==> src/rtl/rx_ltssm_sequencer.sv <==
// rx_ltssm_sequencer
//   Steps the receive-side LTSSM checker through a chain of substates. For
//   each substate it pulses rx_clear and arms a cycle timer. It then waits for
//   rx_finish. On finish it either chains into rx_exitTo or ends the sequence.
//   A timeout retries the same substate a bounded number of times.
//
// Ports
//   clk, reset           clock; asynchronous active-low reset
//   start/start_substate begin a sequence (only honoured in IDLE)
//   follow_exit          chain into rx_exitTo on finish
//   abort                level; return to IDLE, no done pulse
//   timeout_cycles       per-substate timeout in cycles, 0 disables
//   rx_finish/rx_exitTo  completion handshake from the checker
//   substate, rx_clear   drive to the checker
//   busy, done, result   sequence status; result held until next start
//   timed_out            sticky; final substate was abandoned on timeout
//   hop_overflow         sticky; MAX_HOPS was reached
//   retry_cnt            retries used in the current substate
//   timeout_total        (RX_SEQ_STATS_EN only) saturating timeout count
//
// Build option: RX_SEQ_STATS_EN adds the timeout_total statistics counter.

module rx_ltssm_sequencer #(
   parameter int SUBSTATE_W = 5,
   parameter int TIMEOUT_W  = 16,
   parameter int MAX_RETRY  = 3,
   parameter int MAX_HOPS   = 8
) (
   input  logic                  clk,
   input  logic                  reset,
   input  logic                  start,
   input  logic [SUBSTATE_W-1:0] start_substate,
   input  logic                  follow_exit,
   input  logic                  abort,
   input  logic [TIMEOUT_W-1:0]  timeout_cycles,
   input  logic                  rx_finish,
   input  logic [SUBSTATE_W-1:0] rx_exitTo,
   output logic [SUBSTATE_W-1:0] substate,
   output logic                  rx_clear,
   output logic                  busy,
   output logic                  done,
   output logic [SUBSTATE_W-1:0] result,
   output logic                  timed_out,
   output logic                  hop_overflow,
`ifdef RX_SEQ_STATS_EN
   output logic [7:0]            timeout_total,
`endif
   output logic [2:0]            retry_cnt
);

   localparam int HOP_W = $clog2(MAX_HOPS + 1);

   typedef enum logic [1:0] {S_IDLE, S_CLEAR, S_RUN, S_DONE} state_t;

   state_t                  state_q, state_d;
   logic [SUBSTATE_W-1:0]   substate_q, substate_d;
   logic [SUBSTATE_W-1:0]   result_q, result_d;
   logic [TIMEOUT_W-1:0]    timer_q, timer_d;
   logic [HOP_W-1:0]        hops_q, hops_d;
   logic [2:0]              retry_q, retry_d;
   logic                    rx_clear_q, rx_clear_d;
   logic                    busy_q, busy_d;
   logic                    done_q, done_d;
   logic                    timed_out_q, timed_out_d;
   logic                    hop_ovf_q, hop_ovf_d;
   logic                    tmo_hit;
   logic                    tmo_evt;
   logic [7:0]              tmo_tot_q, tmo_tot_d;

   // Timer starts at 0 on the first RUN cycle, so the timeout fires on the
   // timeout_cycles-th RUN cycle.
   assign tmo_hit = (timeout_cycles != '0) &&
                    (timer_q == timeout_cycles - TIMEOUT_W'(1));

   always_comb begin
      state_d     = state_q;
      substate_d  = substate_q;
      result_d    = result_q;
      timer_d     = timer_q;
      hops_d      = hops_q;
      retry_d     = retry_q;
      rx_clear_d  = 1'b0;
      busy_d      = busy_q;
      done_d      = 1'b0;
      timed_out_d = timed_out_q;
      hop_ovf_d   = hop_ovf_q;
      tmo_evt     = 1'b0;

      case (state_q)
         S_IDLE: begin
            if (start) begin
               state_d     = S_CLEAR;
               substate_d  = start_substate;
               result_d    = '0;
               timed_out_d = 1'b0;
               hop_ovf_d   = 1'b0;
               hops_d      = '0;
               retry_d     = '0;
               rx_clear_d  = 1'b1;
               busy_d      = 1'b1;
            end
         end
         S_CLEAR: begin
            timer_d = '0;
            state_d = S_RUN;
         end
         S_RUN: begin
            if (timer_q != '1) timer_d = timer_q + TIMEOUT_W'(1);
            // Finish has priority over a coincident timeout.
            if (rx_finish) begin
               if (follow_exit && (rx_exitTo != '0)) begin
                  if (hops_q + HOP_W'(1) < HOP_W'(MAX_HOPS)) begin
                     substate_d = rx_exitTo;
                     hops_d     = hops_q + HOP_W'(1);
                     retry_d    = '0;
                     rx_clear_d = 1'b1;
                     state_d    = S_CLEAR;
                  end else begin
                     result_d  = rx_exitTo;
                     hop_ovf_d = 1'b1;
                     done_d    = 1'b1;
                     state_d   = S_DONE;
                  end
               end else begin
                  result_d = rx_exitTo;
                  done_d   = 1'b1;
                  state_d  = S_DONE;
               end
            end else if (tmo_hit) begin
               tmo_evt = 1'b1;
               if (retry_q < 3'(MAX_RETRY)) begin
                  retry_d    = retry_q + 3'd1;
                  rx_clear_d = 1'b1;
                  state_d    = S_CLEAR;
               end else begin
                  timed_out_d = 1'b1;
                  result_d    = '0;
                  done_d      = 1'b1;
                  state_d     = S_DONE;
               end
            end
         end
         S_DONE: begin
            busy_d  = 1'b0;
            state_d = S_IDLE;
         end
         default: state_d = S_IDLE;
      endcase

      // Abort overrides everything, including a start in the same cycle.
      if (abort) begin
         state_d     = S_IDLE;
         substate_d  = '0;
         result_d    = result_q;
         timer_d     = timer_q;
         hops_d      = hops_q;
         retry_d     = retry_q;
         rx_clear_d  = 1'b0;
         busy_d      = 1'b0;
         done_d      = 1'b0;
         timed_out_d = timed_out_q;
         hop_ovf_d   = hop_ovf_q;
         tmo_evt     = 1'b0;
      end

      tmo_tot_d = tmo_tot_q;
      if (tmo_evt && (tmo_tot_q != 8'hFF)) tmo_tot_d = tmo_tot_q + 8'd1;
   end

   always_ff @(posedge clk or negedge reset) begin
      if (!reset) begin
         state_q     <= S_IDLE;
         substate_q  <= '0;
         result_q    <= '0;
         timer_q     <= '0;
         hops_q      <= '0;
         retry_q     <= '0;
         rx_clear_q  <= 1'b0;
         busy_q      <= 1'b0;
         done_q      <= 1'b0;
         timed_out_q <= 1'b0;
         hop_ovf_q   <= 1'b0;
         tmo_tot_q   <= '0;
      end else begin
         state_q     <= state_d;
         substate_q  <= substate_d;
         result_q    <= result_d;
         timer_q     <= timer_d;
         hops_q      <= hops_d;
         retry_q     <= retry_d;
         rx_clear_q  <= rx_clear_d;
         busy_q      <= busy_d;
         done_q      <= done_d;
         timed_out_q <= timed_out_d;
         hop_ovf_q   <= hop_ovf_d;
`ifdef RX_SEQ_STATS_EN
         tmo_tot_q   <= tmo_tot_d;
`else
         tmo_tot_q   <= '0;
`endif
      end
   end

   assign substate     = substate_q;
   assign rx_clear     = rx_clear_q;
   assign busy         = busy_q;
   assign done         = done_q;
   assign result       = result_q;
   assign timed_out    = timed_out_q;
   assign hop_overflow = hop_ovf_q;
   assign retry_cnt    = retry_q;
`ifdef RX_SEQ_STATS_EN
   assign timeout_total = tmo_tot_q;
`endif

endmodule
==> config.mk <==
export PLATFORM = sky130hd
export DESIGN_NAME = rx_ltssm_sequencer
export DESIGN_NICKNAME = d
export VERILOG_FILES = /design/src/rtl/rx_ltssm_sequencer.sv
export SDC_FILE = /design/constraint.sdc
export NUM_CORES = 1
export LEC_CHECK = 0
export ABC_AREA = 1
export BUFFER_PORTS_ARGS = -buffer_cell sky130_fd_sc_hd__buf_2
export CORE_UTILIZATION = 48
export CTS_BUF_LIST = sky130_fd_sc_hd__clkbuf_4
export DETAILED_ROUTE_END_ITERATION = 7
export PLACE_DENSITY = 0.7
export SETUP_SLACK_MARGIN = 0.2
export SYNTH_ARGS = -nofsm -noshare
export SYNTH_HDL_FRONTEND = slang
export SYNTH_SLANG_ARGS = --single-unit
==> constraint.sdc <==
create_clock -name clk -period 3.85 [get_ports clk]
set_input_delay 0.1925 -clock clk [delete_from_list [all_inputs] [get_ports clk]]
set_output_delay 0.1925 -clock clk [all_outputs]
set_load 0.005 [all_outputs]
==> metrics.md, run 1 <==
| Metric | Value |
|---|---|
| Status | complete, no violations |
| HP Class | in2reg |
| TNS Setup | 0 ps |
| M1 WL | ~3.6 mm |
| Nets@finish | ~500 |
| Yosys top cell area share | 34.6% |
| Crit start category | flop |
| Max IR drop VDD | between 0.00015 and 0.0002 V |
| RSZ-0062 raised after global routing | no |
| Final core occ | about three fifths |
| Most frequent cells in the layout | 126 x nand2_1, 49 x inv_1, 49 x buf_2 |
| Post-detailed-route count of antenna-violating nets | 0 |
| H-tree Lvls | 2 |
| # resized after CTS | 0 |
| Synthesized area | slightly below 3000 µm² |
| Cells after Synth | ~420 |
| Worst slew pin tran | ~890 ps |
| Max FO, Critical Path | 18 |
| Rows | 27 |
| Setup crit end kind | flop |
| Total track usage | 24.7% |
| Final wirelength | 7.30 mm |
| DR iter-0 viols | 187 |
| Cell-internal power | 0.663 mW |
| GRT Residual Overflow | 0 |
| Crit path kind | reg2reg |
| Detail Route met2 WL | ~3.2 mm |
| Clk slew on worst S/H paths | ~140 ps |
| FF+latch count, synth | 40 |
| Final Setup Violations | 0 |
| Static Leakage | ~1.7 nW |
| Commonest non-fill, non-tap cell in the layout | nand2_1 |
| Seq/Total Area, Yosys | 34.6% |
| First-pass DRT Iterations | 4 |
| Share of total power in sequential cells | between 40% and 50% |
| Unique masters post-synth | 36 |
| Maximum clock insertion buffer count | 2 |
| Filler Cell Count | 528 |
| Fin crit share | between 50% and 60% |
| Top cells by area, synth | dfrtp_1 35%, nand2_1 16%, inv_1 6.4% |
| Slew headroom | between 40% and 50% |
| Worst path required time | between 4000 and 5000 ps |
| Initial antenna violation count | 0 |
| Syn nets | between 400 and 500 |
| Vias post-DR | just under 3000 |
| Total CTS buffers | 5 |
| I/O Pins | 50 |
| Initial Util | between 50% and 60% |
| Die width | roughly 80 µm |
| Met3 WL | around 430 µm |
| Hold Violations, Final | 0 |
| Dpl cells | between 500 and 600 |
| Root buffer cell | clkbuf_4 |
| First-pass GRT wire length | between 10 and 15 mm |
| Largest net degree at the start of global routing | between 40 and 50 |
| Synthesis warning total | 0 |
| Final Wtd Congestion | around 0.9 |
| DRC violations left | 0 |
| Inserted Diodes | 0 |
| Worst EP arrival | between 2000 and 3000 ps |
| Max-cap violations | 0 |
| DR top layer | met4 |
| Pwr per Cell Area | slightly below 300 nW/µm² |
| IO buf count | 49 |
| Sw Share | between 30% and 40% |
| Die Span Y | 79.6 µm |
| Worst skew pair latency | 370 ps |
| Core footprint | roughly 5600 µm² |
| Fin crit period | between 2000 and 2500 ps |
| Max Clock Skew | 14.3 ps |
| Vias in the first global route | roughly 2600 |
| Die footprint | roughly 6300 µm² |
| Avg Inst Size Synth | approximately 6.9 µm² |
| CTS tree | done |
| FMAX | 438 MHz |
| Comb power frac | approximately a fifth |
| Ys async rst share | 100% |
| Non-filler cells, final | 548 |
| Clock net sink count | 40 |
| Fraction of layout cells with a size suffix above 1 | between 15 and 20% |
| Ys flop type | dfrtp_1 |
| Routed len/inst | about 13 µm |
| Post-synth EDFFs | 0 |
| Vias per cell | between 5 and 6 |
| Area leader, netlist | dfrtp_1 |
| Net Switching | between 0.3 and 0.4 mW |
| P&R area growth vs syn | 14.5% |
| Clk pwr share | between 30 and 40% |
| Post-DP HPWL | 5.70 mm |
| Pins over their slew limit | 0 |
==> power by group through the flow <==
stage               Sequential, mW  Clock [mW]  Combinational, mW
floorplan                    0.479           0              0.133
global placement             0.484           0              0.206
detailed placement           0.485           0              0.209
CTS                          0.477       0.298              0.211
global route                 0.481       0.316              0.241
finish                       0.477       0.296              0.210
==> synth_stat cells, types with 5 or more instances <==
library cell	count
xor2_1	12
nand2_1	126
inv_1	49
o31ai_1	5
nor2_1	46
nand4_1	18
nand3_1	27
nor3_1	14
o21ai_0	9
dfrtp_1	40
nor2_2	5
inv_2	6
a21oi_1	14
==> logic make-up after synthesis <==
| group | share of synthesized area [%] |
|---|---|
| buf+inv | 7.80 |
| fa+ha+maj | 1.73 |
| flops | 34.6 |
| simple gates | 41.6 |
| mux | 1.17 |
| xor+xnor | 4.55 |
| compound gates | 8.49 |
==> metal layers <==
| layer | up-vias | GRT usage [%] |
|---|---|---|
| li1 | 1494 | - |
| met3 | 8 | 4.34 |
| met4 | 0 | 6.36 |
| met1 | 1344 | 36.4 |
| met2 | 95 | 37.2 |
| met5 | - | 0 |
==> layout make-up <==
type	count	area [µm²]	area share [%]
sequential	40	1000	30.3
tap	72	90.1	2.72
multi-input combinational	321	1660	50.3
timing repair buffer	50	255	7.72
clock buffer	5	37.5	1.14
inverter	57	214	6.47
clock inverter	3	46.3	1.40
==> path summary, 6_finish.rpt <==
kind	from	to	cells past startpoint	slack, ps
setup / recovery	state_q[0]$_DFFE_PN0P_	timer_q[10]$_DFFE_PN0P_	9	1570
hold / removal	start_substate[2]	substate[2]$_DFFE_PN0P_	3	70
setup reg to reg	state_q[0]$_DFFE_PN0P_	timer_q[10]$_DFFE_PN0P_	9	1570
hold reg to reg	result[3]$_DFFE_PN0P_	result[3]$_DFFE_PN0P_	2	480
max in group asynchronous	reset	timer_q[12]$_DFFE_PN0P_	2	2820
min in group asynchronous	reset	substate[2]$_DFFE_PN0P_	2	470
==> critical path: stages (launching register included) <==
cell and delay (ps):
dfrtp_1 470, nor2_4 360, inv_2 250, nor2_2 200, nand2_1 100, nand2_2 130, nand3_1 140, nor2_1 220
nand3_1 110, and3_1 180
==> stage by stage <==
step	cell area (µm²)	hold slack (ps)	setup slack [ps]	power, mW
floorplan	2890	-103	2150	0.612
detailed placement	3210	379	1610	0.693
global route	3310	97.1	1340	1.04
global placement	3210	375	1630	0.690
CTS	3310	74.8	1580	0.985
finish	3310	71.4	1570	0.983
==> repair_timing <==
action / in CTS / in global routing
hold buffers: 1 / 0
hold endpoints to repair: 40 / 0
setup buffers: 0 / 0
endpoints found under the setup margin: 0 / 0
==> flip-flops by register name (all words and copies together), names as in the netlist, 2 cells and up <==
signal     count
result         5
substate       5
retry_cnt      3
timer_q       16
hops_q         4
state_q        2
(Power assumes the default switching activity.)
==> run 2, diff against run 1 <==
--- a/config.mk
+++ b/config.mk
@@ -10,7 +10,7 @@
 export CORE_UTILIZATION = 48
 export CTS_BUF_LIST = sky130_fd_sc_hd__clkbuf_4
 export DETAILED_ROUTE_END_ITERATION = 7
-export PLACE_DENSITY = 0.7
+export PLACE_DENSITY = 0.73
 export SETUP_SLACK_MARGIN = 0.2
 export SYNTH_ARGS = -nofsm -noshare
 export SYNTH_HDL_FRONTEND = slang
==> constraint.sdc (replaced) <==
create_clock -name clk -period 2 [get_ports clk]
set_input_delay 0.1 -clock clk [delete_from_list [all_inputs] [get_ports clk]]
set_output_delay 0.1 -clock clk [all_outputs]
set_load 0.005 [all_outputs]
==> metrics.md, run 2 (synthesis gave the netlist of run 1 again) <==
| Metric | Value |
|---|---|
| First-pass GRT wire length | 12.3 mm (+1.0%) |
| Reg with most FFs | timer_q |
| IO buf count | 49 (unchanged) |
| Clk slew on worst S/H paths | 120 ps (-20 ps) |
| Status | complete, no violations |
| Initial antenna violation count | 0 (unchanged) |
| Fin crit period | 1810 ps (-477 ps) |
| P&R area growth vs syn | 26.3% |
| Inserted Diodes | 0 (unchanged) |
| Hold EP | substate[4]$_DFFE_PN0P_ |
| Max IR drop VDD | 0.000457 V (+130%) |
| Die footprint | 6330 µm² (unchanged) |
| R2r worst-path depth | 10 (+1) |
| Max FO, Critical Path | 4 (-14) |
| TNS Setup | 0 ps (unchanged) |
| Largest net degree at the start of global routing | 22 (-46%) |
| Total track usage | 24.8% (+0.043 points) |
| Worst EP arrival | 2070 ps (-470 ps) |
| Crit-path cells | nand2_1 > nand3b_1 > nor3_2 > nand2_1 > nand2_2 > nand2_4 > buf_6 > nand4_1 > nor3_2 > nor3b_1 |
| Slew headroom | 66.4% (+26 points) |
| Nets@finish | 540 (+5.7%) |
| Pins over their slew limit | 0 (unchanged) |
| Commonest non-fill, non-tap cell in the layout | nand2_1 |
| DRC violations left | 0 (unchanged) |
| Die Span Y | 79.6 µm (unchanged) |
| DR iter-0 viols | 179 (-4.3%) |
| Hold Violations, Final | 0 (unchanged) |
| Max reg flops | 16 (unchanged) |
| Static Leakage | 1.81 nW (+8.5%) |
| Fin crit share | 90.4% (+31 points) |
| Crit path launch | timer_q[7]$_DFFE_PN0P_ |
| Core footprint | 5640 µm² (unchanged) |
| GRT Residual Overflow | 0 (unchanged) |
| FMAX | 553 MHz (+26%) |
| Filler Cell Count | 496 (-6.1%) |
| First-pass DRT Iterations | 5 (+1) |
| Rows | 27 (unchanged) |
| CP max stage delay | 430 ps (-40 ps) |
| Final Wtd Congestion | 0.984 (+9.5%) |
| HP Class | in2reg |
| Worst slew pin tran | 503 ps (-384 ps) |
| Vias in the first global route | 2779 (+6.1%) |
| Root buffer cell | clkbuf_4 |
| Fraction of layout cells with a size suffix above 1 | 29.9% (+12 points) |
| Reg-to-reg setup timing slack | 190 ps (-1370 ps) |
| Final Cell Area | 3650 µm² (+10%) |
| H-tree Lvls | 2 (unchanged) |
| CP max stage cell | dfrtp_1 |
| Final Setup Violations | 0 (unchanged) |
| Initial Util | 51.2% (unchanged) |
| Max-cap violations | 0 (unchanged) |
| Worst path required time | 2260 ps (-1850 ps) |
| Vias post-DR | 3088 (+5.0%) |
| R2R Path End | timer_q[9]$_DFFE_PN0P_ |
| Post-detailed-route count of antenna-violating nets | 0 (unchanged) |
| Placement Cell Area | 3330 µm² (+3.5%) |
| Hold Slack | 37.2 ps (-34.3 ps) |
| I/O Pins | 50 (unchanged) |
| Pre-CTS WS | 17.7 ps (-1590 ps) |
| Routed len/inst | 13.4 µm (+0.69%) |
| Final wirelength | 7.74 mm (+6.0%) |
| Die width | 79.6 µm (unchanged) |
| Setup ws final | 193 ps (-1370 ps) |
| Clock net sink count | 40 (unchanged) |
| Post-DP HPWL | 5.97 mm (+4.6%) |
| Worst skew pair latency | 350 ps (-20 ps) |
| Crit start category | flop |
| Reg-to-reg startpoint | timer_q[7]$_DFFE_PN0P_ |
| Max Clock Skew | 15.2 ps (+0.974 ps) |
| Most frequent cells in the layout | 116 x nand2_1, 49 x buf_2, 44 x inv_1 |
| Total CTS buffers | 5 (unchanged) |
| Worst hold stages | 3 (unchanged) |
| CTS tree | done |
| Vias per cell | 5.35 (-0.28%) |
| Hold Crit Start | start_substate[4] |
| Pwr per Cell Area | 509 nW/µm² (+71%) |
| RSZ-0062 raised after global routing | yes |
| Maximum clock insertion buffer count | 2 (unchanged) |
| Setup crit end kind | flop |
| Crit path kind | reg2reg |
-- run 2: cell count changes in the layout (fill, tap and decap cells not counted), sizes merged --
cell / delta
buf: +28
bufinv: -1
clkbuf: +2
clkinv: +1
clkinvlp: -1
dlygate4sd3: +1
inv: -1
-- run 2: report_power, final --
group	leakage, nW	switching, mW	internal [mW]	total [mW]
sequential	0.537	0.0480	0.865	0.913
clock	0.0363	0.262	0.169	0.431
combinational	1.23	0.304	0.208	0.512
total	1.81	0.615	1.24	1.86
-- run 2: worst max-delay path: cells and delay by family, from the launching register on --
family	cells	cell delay, ps
simple gates	9	1180
buf+inv	1	130
flops	1	430
-- run 2: routing by layer --
metal | global-route usage (%) | share of wire (%)
met1 | 34.1 | 47
met2 | 40.1 | 46
met3 | 3.66 | 5.7
met4 | 7.27 | 1.4
met5 | 0 | 0
-- run 2: worst max-delay path by stage --
| stage | slack [ps] | end | cells after the start |
|---|---|---|---|
| 3_3_place_gp | 110 | result[3]$_DFFE_PN0P_ | 14 |
| 2_1_floorplan | 310 | timer_q[12]$_DFFE_PN0P_ | 10 |
| 5_1_grt | 90 | result[3]$_DFFE_PN0P_ | 14 |
| 4_1_cts | 180 | timer_q[9]$_DFFE_PN0P_ | 10 |
| 3_5_place_dp | 20 | retry_cnt[1]$_DFFE_PN0P_ | 14 |
| 6_report | 190 | timer_q[9]$_DFFE_PN0P_ | 10 |
-- run 2: metrics by stage --
step                      utilization [%]  power [mW]  std cells
after floorplan                         -        1.18        421
after global placement               58.9        1.35        554
after detailed placement             58.9        1.37        554
after CTS                            60.6        1.80        565
after global routing                 64.7        1.96        577
final                                64.7        1.86        577
-- run 2: final cells by class --
class	instances	area [µm²]	area share (%)
clock buffers	7	52.6	1.44
flip-flops and latches	40	1010	27.6
multi-input cells	321	1790	49.1
clock inverters	1	8.76	0.240
inverters	57	216	5.93
repair buffers	79	483	13.2
well taps	72	90.1	2.47
-- run 2: repair_timing --
action	CTS	global route
endpoints found under the setup margin	10	26
cloned	0	0
setup buffers	1	12
hold endpoints to repair	41	0
pin swaps	0	27
gates resized for setup	2	45
hold buffers	2	0
